<file path="config.mk">
export PLATFORM = sky130hd
export DESIGN_NAME = xor_out_deglitch
export DESIGN_NICKNAME = d
export VERILOG_FILES = /design/src/rtl/xor_out_deglitch.sv
export SDC_FILE = /design/constraint.sdc
export NUM_CORES = 1
export LEC_CHECK = 0
export BUFFER_PORTS_ARGS = -buffer_cell sky130_fd_sc_hd__buf_2
export CAP_MARGIN = 20
export CORE_MARGIN = 2
export CORE_UTILIZATION = 25
export DETAILED_ROUTE_END_ITERATION = 16
export MAX_ROUTING_LAYER = met4
export SETUP_SLACK_MARGIN = 0.1
export SYNTH_ARGS = -nofsm -noshare
export SYNTH_HDL_FRONTEND = slang
export SYNTH_SLANG_ARGS = --single-unit
</file>
<file path="constraint.sdc">
create_clock -name clk -period 1.98 [get_ports clk]
set_input_delay 0.198 -clock clk [delete_from_list [all_inputs] [get_ports clk]]
set_output_delay 0.198 -clock clk [all_outputs]
set_load 0.02 [all_outputs]
</file>
<file path="src/rtl/xor_out_deglitch.sv">
// rtl/xor_out_deglitch.sv - synchroniser, pulse-rejecting filter and edge counter for gate-network output z
// Optional rejected-pulse counter (glitch_cnt) enabled by defining XOR_DEGLITCH_GLITCH_CNT_EN.
module xor_out_deglitch #(
  parameter int STABLE_CYCLES = 3,
  parameter int CNT_W         = 8
) (
  input  logic             clk,
  input  logic             rst_n,
  input  logic             din,
  input  logic             clr,
  output logic             dout,
  output logic             rise,
  output logic             fall,
  output logic [CNT_W-1:0] edge_cnt,
  output logic             cnt_sat
`ifdef XOR_DEGLITCH_GLITCH_CNT_EN
  ,
  output logic [CNT_W-1:0] glitch_cnt
`endif
);

  localparam int SW = $clog2(STABLE_CYCLES + 1);
  localparam logic [SW-1:0] LAST = SW'(STABLE_CYCLES - 1);

  typedef enum logic [1:0] {STABLE_LO, PEND_HI, STABLE_HI, PEND_LO} state_e;

  generate
    if (STABLE_CYCLES < 1) begin : g_bad_stable_cycles
      $error("xor_out_deglitch: STABLE_CYCLES must be >= 1");
    end
  endgenerate

  state_e           state_q, state_d;
  logic [SW-1:0]    stab_q, stab_d;
  logic             s1_q, s2_q;
  logic             dout_q, dout_d;
  logic             rise_q, rise_d;
  logic             fall_q, fall_d;
  logic             glitch_ev;
  logic [CNT_W-1:0] edge_cnt_q, edge_cnt_d;
  logic             cnt_sat_q, cnt_sat_d;
`ifdef XOR_DEGLITCH_GLITCH_CNT_EN
  logic [CNT_W-1:0] glitch_cnt_q, glitch_cnt_d;
`endif

  always_ff @(posedge clk or negedge rst_n) begin
    if (!rst_n) begin
      s1_q       <= 1'b0;
      s2_q       <= 1'b0;
      state_q    <= STABLE_LO;
      stab_q     <= '0;
      dout_q     <= 1'b0;
      rise_q     <= 1'b0;
      fall_q     <= 1'b0;
      edge_cnt_q <= '0;
      cnt_sat_q  <= 1'b0;
`ifdef XOR_DEGLITCH_GLITCH_CNT_EN
      glitch_cnt_q <= '0;
`endif
    end else begin
      s1_q       <= din;
      s2_q       <= s1_q;
      state_q    <= state_d;
      stab_q     <= stab_d;
      dout_q     <= dout_d;
      rise_q     <= rise_d;
      fall_q     <= fall_d;
      edge_cnt_q <= edge_cnt_d;
      cnt_sat_q  <= cnt_sat_d;
`ifdef XOR_DEGLITCH_GLITCH_CNT_EN
      glitch_cnt_q <= glitch_cnt_d;
`endif
    end
  end

  // stab_cnt counts consecutive s2 samples that disagree with dout; LAST+1 samples commit the change
  always_comb begin
    state_d = state_q;
    stab_d  = stab_q;
    case (state_q)
      STABLE_LO:
        if (s2_q) begin
          if (STABLE_CYCLES == 1) begin
            state_d = STABLE_HI;
            stab_d  = '0;
          end else begin
            state_d = PEND_HI;
            stab_d  = SW'(1);
          end
        end
      PEND_HI:
        if (!s2_q) begin
          state_d = STABLE_LO;
          stab_d  = '0;
        end else if (stab_q == LAST) begin
          state_d = STABLE_HI;
          stab_d  = '0;
        end else begin
          stab_d = stab_q + 1'b1;
        end
      STABLE_HI:
        if (!s2_q) begin
          if (STABLE_CYCLES == 1) begin
            state_d = STABLE_LO;
            stab_d  = '0;
          end else begin
            state_d = PEND_LO;
            stab_d  = SW'(1);
          end
        end
      PEND_LO:
        if (s2_q) begin
          state_d = STABLE_HI;
          stab_d  = '0;
        end else if (stab_q == LAST) begin
          state_d = STABLE_LO;
          stab_d  = '0;
        end else begin
          stab_d = stab_q + 1'b1;
        end
      default: begin
        state_d = STABLE_LO;
        stab_d  = '0;
      end
    endcase
  end

  always_comb begin
    dout_d    = (state_d == STABLE_HI) || (state_d == PEND_LO);
    rise_d    = dout_d & ~dout_q;
    fall_d    = ~dout_d & dout_q;
    glitch_ev = ((state_q == PEND_HI) && (state_d == STABLE_LO)) ||
                ((state_q == PEND_LO) && (state_d == STABLE_HI));
  end

  // Counters follow the registered pulses, so clr in a pulse cycle suppresses that increment
  always_comb begin
    edge_cnt_d = edge_cnt_q;
    cnt_sat_d  = cnt_sat_q;
    if (clr) begin
      edge_cnt_d = '0;
      cnt_sat_d  = 1'b0;
    end else begin
      if ((rise_q || fall_q) && !(&edge_cnt_q)) edge_cnt_d = edge_cnt_q + 1'b1;
      cnt_sat_d = cnt_sat_q | (&edge_cnt_d);
    end
  end

`ifdef XOR_DEGLITCH_GLITCH_CNT_EN
  always_comb begin
    glitch_cnt_d = glitch_cnt_q;
    if (clr) glitch_cnt_d = '0;
    else if (glitch_ev && !(&glitch_cnt_q)) glitch_cnt_d = glitch_cnt_q + 1'b1;
  end
  assign glitch_cnt = glitch_cnt_q;
`else
  logic unused_glitch_ev;
  assign unused_glitch_ev = glitch_ev;
`endif

  assign dout     = dout_q;
  assign rise     = rise_q;
  assign fall     = fall_q;
  assign edge_cnt = edge_cnt_q;
  assign cnt_sat  = cnt_sat_q;

endmodule

</file>
-- After elaboration in Yosys (flattened, before gate mapping)
Cells that the tools add are included.
- bits in registers: 18
- logic and storage cells: 49
- add/subtract/negate cells: 2
- eq/ne operators: 8
- multiplexer cells: 17
- bitwise gates (word level): 5
- reductions and logical operators: 8
- operators by type and width (cell ; count):
    $mux 8 ; 3
    $mux 2 ; 11
    $pmux 2 s4 ; 2
    $reduce_and 8->1 ; 2
    $eq 2x2->1 const B ; 5
    $add 8x1->8 const B ; 1
    $ne 2x2->1 const B ; 2
    $add 2x1->2 const B ; 1
    $and 1x1->1 ; 2
    $eq 2x1->1 const B ; 1
    $logic_not 2->1 ; 1
    $logic_or 1x1->1 ; 2
    $not 1->1 ; 2
    $reduce_and 2->1 ; 1
    $logic_and 1x1->1 ; 1
    $logic_not 1->1 ; 1
    $mux 1 ; 1
    $or 1x1->1 ; 1

-- Logic depth before layout (Yosys ltp)
Gate-level depths: netlist of the first run.
- depth in word-level cells: 8
- mapped depth: 6

-- Worst setup path before layout of the first run
OpenSTA, ideal clock, no wires.
- kind: flip-flop to flip-flop
- start point: register edge_cnt_q[0], in the netlist edge_cnt[0]
- end point: register cnt_sat_q, in the netlist cnt_sat
- library setup time: 0.092 ns
- data arrival time: 1.561 ns
- required time: 1.888 ns
- setup slack: 0.327 ns
- stages on the path, launching flop included: 6
- path buffers: 0
- clock period less this slack: 1.653 ns
- cell sequence: dfrtp_1 ha_1 nand4_2 o21ai_2 mux2_1 o31ai_2
- word-level cells in the longest chain between the ends: 8
- elaborated cells on any way between the ends: 9
- those cells by class: add/sub: 1; mux: 3; bitwise: 1; reduce/logical: 4
- ends and longest elaborated chain (element ; line ; source):
    start, declared ; 40 ; logic [CNT_W-1:0] edge_cnt_q, edge_cnt_d;
    start signal, assigned ; 68 ; edge_cnt_q <= edge_cnt_d;
    branches (longest 3 deep; another with $add 8x1->8) ; -- ;
    $mux 8 * ; 144 ; if ((rise_q || fall_q) && !(&edge_cnt_q)) edge_cnt_d = edge_cnt_q + 1'b1;
    $mux 8 * ; 140 ; if (clr) begin
    $reduce_and 8->1 * ; 145 ; cnt_sat_d = cnt_sat_q | (&edge_cnt_d);
    $or 1x1->1 * ; 145 ;
    $mux 1 * ; 140 ;
    net cnt_sat_d ; 41 ; logic cnt_sat_q, cnt_sat_d;
    end signal, assigned ; 69 ; cnt_sat_q <= cnt_sat_d;
    end, declared ; 41 ;
Mark *: on every way through the listed nets, which the timed path passes. The select of a mux whose other input is x is not followed.
A chain may end at the register's enable or synchronous reset.

-- Worst setup path in the final report of the first run
Same ends and word-level chain as after synthesis.

==> results of run 1 <==
[Yosys cell counts (2+ instances only)]
| master | n |
|---|---|
| nand3_1 | 3 |
| o21a_1 | 2 |
| mux2_1 | 2 |
| a21oi_1 | 3 |
| nor3b_1 | 2 |
| nand2_1 | 6 |
| and3_1 | 2 |
| nor3_1 | 2 |
| nor2b_1 | 2 |
| mux2i_1 | 3 |
| dfrtp_1 | 17 |
| nor2_1 | 7 |
| xor2_1 | 2 |
| nand2b_1 | 3 |
[power by group through the flow]
stage          sequential, mW  clock (mW)  combinational (mW)
6_report                0.450       0.180               0.149
5_1_grt                 0.460       0.207               0.165
4_1_cts                 0.450       0.191               0.151
3_5_place_dp            0.454           0               0.151
3_3_place_gp            0.450           0               0.144
2_1_floorplan           0.461           0              0.0940
[timing repair]
action                                 CTS  global route
setup buffers                            0             0
hold buffers                             1             1
endpoints found under the hold margin   17             1
gates resized for setup                  0             0
[final timing paths]
path	slack, ns	end	from
worst min register to register	0.37	s2_q	s1_q
min in group asynchronous	0.35	s2_q	rst_n
worst max-delay path	0.30	cnt_sat	edge_cnt[0]
max in group asynchronous	1.37	edge_cnt[2]	rst_n
worst min-delay path	0.21	edge_cnt[1]	clr
worst max register to register	0.30	cnt_sat	edge_cnt[0]
[kinds of logic (layout without fill, tap and decap cells)]
family | after synthesis | count (layout) | synth area share, %
AOI/OAI and AO/OA | 11 | 11 | 9.95
xor gates and xnor gates | 3 | 3 | 3.17
adders and majority gates | 1 | 1 | 1.51
buffers and inverters | 2 | 22 | 0.904
DFF | 17 | 17 | 51.3
muxes | 6 | 6 | 7.69
and+or+nand+nor | 34 | 34 | 25.5
[worst register-to-register path: cells and delay by family (launching register included)]
kind	cells	cell delay [ns]
DFF	1	0.45
and+or+nand+nor	1	0.17
AOI/OAI and AO/OA	2	0.35
adders and majority gates	1	0.26
muxes	1	0.36
[sequential cells by signal, indices dropped and copies added, names as in the netlist]
signal,cells
cnt_sat,1
dout,1
edge_cnt,8
fall,1
rise,1
s1_q,1
s2_q,1
stab_q,2
state_q,1
[routing by layer]
layer / vias to the layer above / share of wire, %
met2: 14 / 50
met3: 0 / 5.5
li1: 303 / -
met5: - / 0
met1: 301 / 44
met4: 0 / 0
[area by class of cell]
class	instances	area, um^2
fill	338	2100
multi-input combinational	55	397
timing repair buffer	17	95.1
sequential	17	425
inverter	1	3.75
tap	44	55.1
clock buffer	4	26.3
[layout by cell type (no fill, tap or decap)]
master / Yosys / final
o211ai_1: 1 / 1
nand3b_1: 1 / 1
o21a_1: 2 / 2
nand3_1: 3 / 3
nand2b_1: 3 / 3
mux2i_1: 3 / 3
and3_1: 2 / 2
ha_1: 1 / 1
xor2_1: 2 / 2
o21ai_2: 1 / 1
o31ai_2: 1 / 1
nor3_1: 2 / 2
nor2_1: 7 / 7
a21oi_1: 3 / 3
nand2_1: 6 / 6
mux2_2: 1 / 1
clkbuf_4: 0 / 3
nor4_4: 1 / 1
nor3b_1: 2 / 2
clkbuf_1: 0 / 1
buf_2: 0 / 15
a31oi_1: 1 / 1
mux2_1: 2 / 2
dlygate4sd3_1: 0 / 2
nor2_2: 1 / 1
and2_1: 1 / 1
nor2b_1: 2 / 2
dfrtp_1: 17 / 17
o211a_1: 1 / 1
xnor2_1: 1 / 1
o31ai_1: 1 / 1
nor3_4: 1 / 1
nand4b_1: 1 / 1
inv_1: 1 / 1
nand4_2: 1 / 1
[through the flow]
| step | util [%] | std cells | area [um^2] | hold slack [ns] |
|---|---|---|---|---|
| after floorplan | - | 74 | 830 | -0.0976 |
| after global placement | 30.8 | 132 | 956 | 0.140 |
| after detailed placement | 30.8 | 132 | 956 | 0.141 |
| after CTS | 32.0 | 137 | 992 | 0.000679 |
| after global routing | 32.3 | 138 | 1000 | 0.196 |
| final | 32.3 | 138 | 1000 | 0.210 |
==> impl_metrics.env, run 1 <==
export IMPL_drive_gt1_share_pct=26.6
export IMPL_portBuffers=15
export IMPL_path_buf_inv=0
export IMPL_cts_tree="done"
export IMPL_vdd_drop_max_mv=0.418
export IMPL_yosys_warnings=0
export IMPL_finish_net_count=100
export IMPL_clockRootBuffer="clkbuf_4"
export IMPL_cts_sink_count=17
export IMPL_holdPathStages=2
export IMPL_numCtsBuffers=3
export IMPL_leakage_nw=0.485
export IMPL_combPwrFrac_pct=19.1
export IMPL_clk_pin_slew_ns=0.09
export IMPL_syn_avg_cell_area_um2=11.2
export IMPL_h_tree_depth=1
export IMPL_finalSetupViolations=0
export IMPL_async_flop_share_pct=100
export IMPL_worstSetupPathType="flop to flop"
export IMPL_grt_busiest_layer="met2"
export IMPL_io_pins=16
export IMPL_yosysTopAreaCellShare_pct=51.3
export IMPL_rsz0062_at_grt="false"
export IMPL_first_iter_violations=9
export IMPL_die_area_mm2=0.00380
export IMPL_p_sw_mw=0.237
export IMPL_avgRoutedWirePerCell_um=11.6
export IMPL_path_cells="ha_1 -> nand4_2 -> o21ai_2 -> mux2_1 -> o31ai_2"
export IMPL_yosys_area_top_type="dfrtp_1"
export IMPL_critPathArrivalTime_ns=1.88
export IMPL_period_share_pct=84.9
export IMPL_crit_required_ns=2.18
export IMPL_clkPwrFrac_pct=23.1
export IMPL_die_h_um=61.6
export IMPL_grt_pass1_vias=602
export IMPL_switching_share_pct=30.4
export IMPL_gr_usage_met2_pct=15.8
export IMPL_clkLatencyLatePin_ns=0.28
export IMPL_synthesis_nets=79
export IMPL_place_gp_congestion=0.827
export IMPL_core_mm2=0.00310
export IMPL_crit_path_end_kind="flop"
export IMPL_ys_flop_type="dfrtp_1"
export IMPL_hold_viol=0
export IMPL_setup_slack_ns=0.299
export IMPL_power_frac_seq_pct=57.8
export IMPL_n_antenna_cell=0
export IMPL_drv_slew=0
export IMPL_cp_top_family="flip-flops"
export IMPL_max_stage_delay_ns=0.45
export IMPL_synth_area_leaders="dfrtp_1 51%, mux2i_1 3.6%, nor2_1 3.2%, mux2_1 2.7%, nand2_1 2.7%"
export IMPL_grt_util_met3_pct=2.31
export IMPL_grt_use_total_pct=9.87
export IMPL_netlist_area_um2=830
export IMPL_first_pass_iters=4
export IMPL_via_count=618
export IMPL_min_path_type="input port to flop"
export IMPL_synthDistinctLibCells=32
export IMPL_fin_skew_ns=0.00105
export IMPL_yosysSeqAreaShare_pct=51.3
export IMPL_grt_max_degree=18
export IMPL_die_width_um=61.6
export IMPL_met1_usage_pct=12.1
export IMPL_max_slew_worst_pin_slew_ns=0.373
export IMPL_dp_hpwl_um=1280
export IMPL_min_period_ns=1.68
export IMPL_wl_um=1600
export IMPL_grt_overflow=0
export IMPL_routed_via_density=4.48
export IMPL_slowest_stage="dfrtp_1"
export IMPL_drv_cap=0
export IMPL_maxSlewHeadroom_pct=75.1
export IMPL_num_rows=20
export IMPL_fmax_mhz=595
export IMPL_pre_cts_ws_ns=0.320
export IMPL_synth_edf_count=0
export IMPL_drcViolationCount=0
export IMPL_rr_worst_depth=5
export IMPL_syn_to_final_growth_pct=20.8
export IMPL_p_int_mw=0.542
export IMPL_status="completed"
export IMPL_ys_ff_latch=17
export IMPL_antenna_found_initial=0
export IMPL_drtAntennaViolNets=0
export IMPL_power_density_mw_per_mm2=777
export IMPL_grt_first_pass_wirelength_um=2640
export IMPL_power_mw=0.779
export IMPL_initial_core_util_pct=26.7
export IMPL_syn_inst=74
export IMPL_cts_buffer_depth=2
export IMPL_cp_start_kind="flop"
export IMPL_fin_setup_tns_ns=0
export IMPL_crit_fanout=6
export IMPL_cp_depth=5
Power figures use the tool's default switching activity.
==> run 2, diff against run 1 <==
- ABC_AREA: not set -> 1
- clock period: 1.98 -> 1.5 ns (I/O delays scaled with it)
==> impl_metrics.env, run 2 <==
export IMPL_status="completed"
export IMPL_grt_max_degree=18
export IMPL_max_slew_worst_pin_slew_ns=0.395
export IMPL_max_stage_delay_ns=0.40
export IMPL_cp_start_kind="flop"
export IMPL_grt_use_total_pct=11.3
export IMPL_cp_top_family="simple AND/OR/NAND/NOR gates"
export IMPL_cts_buffer_depth=2
export IMPL_path_common_cell="nand2_1"
export IMPL_synthDistinctLibCells=20
export IMPL_period_share_pct=96.6
export IMPL_antenna_found_initial=0
export IMPL_clk_pin_slew_ns=0.07
export IMPL_h_tree_depth=1
export IMPL_initial_core_util_pct=25.6
export IMPL_syn_avg_cell_area_um2=7.88
export IMPL_critPathArrivalTime_ns=1.64
export IMPL_setup_slack_ns=0.0503
export IMPL_grt_overflow=0
export IMPL_yosys_area_top_type="dfrtp_1"
export IMPL_synthesis_nets=122
export IMPL_crit_fanout=5
export IMPL_yosysTopAreaCellShare_pct=46.1
export IMPL_largest_reg_flops=8
export IMPL_vdd_drop_max_mv=0.849
export IMPL_ys_top_cells_by_count="26 x nand2_1, 17 x dfrtp_1, 17 x inv_1"
export IMPL_core_mm2=0.00361
export IMPL_leakage_nw=0.610
export IMPL_power_density_mw_per_mm2=948
export IMPL_path_cells="ha_4 -> nand2_4 -> nor2_4 -> nand2_4 -> nand2_1 -> nand2_1 -> nand2_1 -> nand2_1 -> nor2_1 -> nand2_1 -> a21oi_2"
export IMPL_die_width_um=64.7
export IMPL_n_antenna_cell=0
export IMPL_whs_ns=0.182
export IMPL_numCtsBuffers=3
export IMPL_place_gp_congestion=0.744
export IMPL_synth_edf_count=0
export IMPL_clockRootBuffer="clkbuf_8"
export IMPL_path_buf_inv=0
export IMPL_crit_required_ns=1.69
export IMPL_via_count=813
export IMPL_yosysMostFrequentCell="nand2_1"
export IMPL_yosysSeqAreaShare_pct=46.1
export IMPL_final_common_cell="nand2_1"
export IMPL_stdcell_count=191
export IMPL_final_cell_mix="25 x nand2_1, 17 x inv_1, 15 x dfrtp_1, 15 x buf_2, 14 x nor2_1"
export IMPL_ys_flop_type="dfrtp_1"
export IMPL_finish_net_count=149
export IMPL_drive_gt1_share_pct=27.3
export IMPL_fillerInstances=384
export IMPL_worstSetupPathType="flop to flop"
export IMPL_drcViolationCount=0
export IMPL_num_rows=22
export IMPL_dp_cells=180
export IMPL_drtAntennaViolNets=0
export IMPL_first_pass_iters=4
export IMPL_routed_via_density=4.26
export IMPL_min_period_ns=1.45
export IMPL_syn_to_final_growth_pct=28.6
export IMPL_cts_tree="done"
export IMPL_syn_inst=117
export IMPL_crit_path_end_kind="flop"
export IMPL_fmax_mhz=690
export IMPL_utilization_pct=32.9
export IMPL_wl_um=1960
export IMPL_hold_viol=0
export IMPL_rsz0062_at_grt="true"
export IMPL_drv_cap=0
export IMPL_slowest_stage="dfrtp_2"
export IMPL_die_area_mm2=0.00419
export IMPL_first_iter_violations=43
export IMPL_finalSetupViolations=0
export IMPL_drv_slew=0
export IMPL_grt_pass1_vias=799
export IMPL_die_h_um=64.7
export IMPL_cts_sink_count=17
export IMPL_grt_first_pass_wirelength_um=3530
export IMPL_maxSlewHeadroom_pct=73.7
export IMPL_pre_cts_ws_ns=0.0283
export IMPL_clkLatencyLatePin_ns=0.25
export IMPL_dp_hpwl_um=1450
export IMPL_ys_ff_latch=17
export IMPL_async_flop_share_pct=100
export IMPL_io_pins=16
export IMPL_yosys_warnings=0
export IMPL_avgRoutedWirePerCell_um=10.3
export IMPL_netlist_area_um2=922
export IMPL_fin_skew_ns=0.00201
export IMPL_min_path_type="input port to flop"
export IMPL_portBuffers=15
export IMPL_synth_area_leaders="dfrtp_1 46%, nand2_1 11%, inv_1 6.9%, nor2_1 5.7%, nand3_1 5.4%"
-- run 2: where the power goes --
| group | switching (mW) | internal (mW) | total [mW] |
|---|---|---|---|
| Clock | 0.159 | 0.184 | 0.343 |
| Sequential | 0.0496 | 0.520 | 0.570 |
| Combinational | 0.134 | 0.0774 | 0.211 |
-- run 2: final timing paths --
kind / endpoint / cells past startpoint / from / slack (ns)
setup / recovery: cnt_sat / 11 / edge_cnt[0] / 0.05
hold / removal: cnt_sat / 2 / clr / 0.18
setup reg to reg: cnt_sat / 11 / edge_cnt[0] / 0.05
hold reg to reg: s2_q / 0 / s1_q / 0.36
max in group asynchronous: edge_cnt[0] / 2 / rst_n / 0.84
min in group asynchronous: stab_q[1] / 2 / rst_n / 0.35
-- run 2: repair_timing --
item / 4_1_cts / 5_1_grt
gates resized for setup: 0 / 1
endpoints found under the hold margin: 18 / 0
setup buffers: 3 / 1
hold buffers: 2 / 0
pin swaps: 1 / 7
cloned: 0 / 1
endpoints found under the setup margin: 1 / 1
-- run 2: cell type report --
type	count	area, um^2	area share [%]
Multi-Input combinational cell	80	444	37.4
Sequential cell	17	428	36.1
Timing Repair Buffer	22	133	11.2
Inverter	20	75.1	6.33
Tap cell	48	60.1	5.06
Clock buffer	3	41.3	3.48
Clock inverter	1	5.00	0.422
-- run 2: cells by family after synthesis --
kind of cell	count (synthesis)	synth area share, %
AOI/OAI and AO/OA	11	6.78
buffers and inverters	21	8.55
adders and majority gates	1	1.36
DFF	17	46.1
and+or+nand+nor	67	37.2
-- run 2: routing by layer --
metal,part of all wire [%],vias to the layer above,GRT usage [%]
li1,-,426,-
met1,45,365,12.7
met2,49,18,19.3
met3,4.8,4,3.47
met4,1.3,0,3.19
met5,0,-,-
-- run 2: stage by stage --
| step | total power [mW] | area (um^2) | setup TNS, ns |
|---|---|---|---|
| global route | 1.21 | 1190 | -0.130 |
| floorplan | 0.712 | 942 | 0 |
| finish | 1.12 | 1190 | 0 |
| detailed placement | 0.780 | 1080 | 0 |
| CTS | 1.14 | 1170 | 0 |
| global placement | 0.778 | 1080 | 0 |
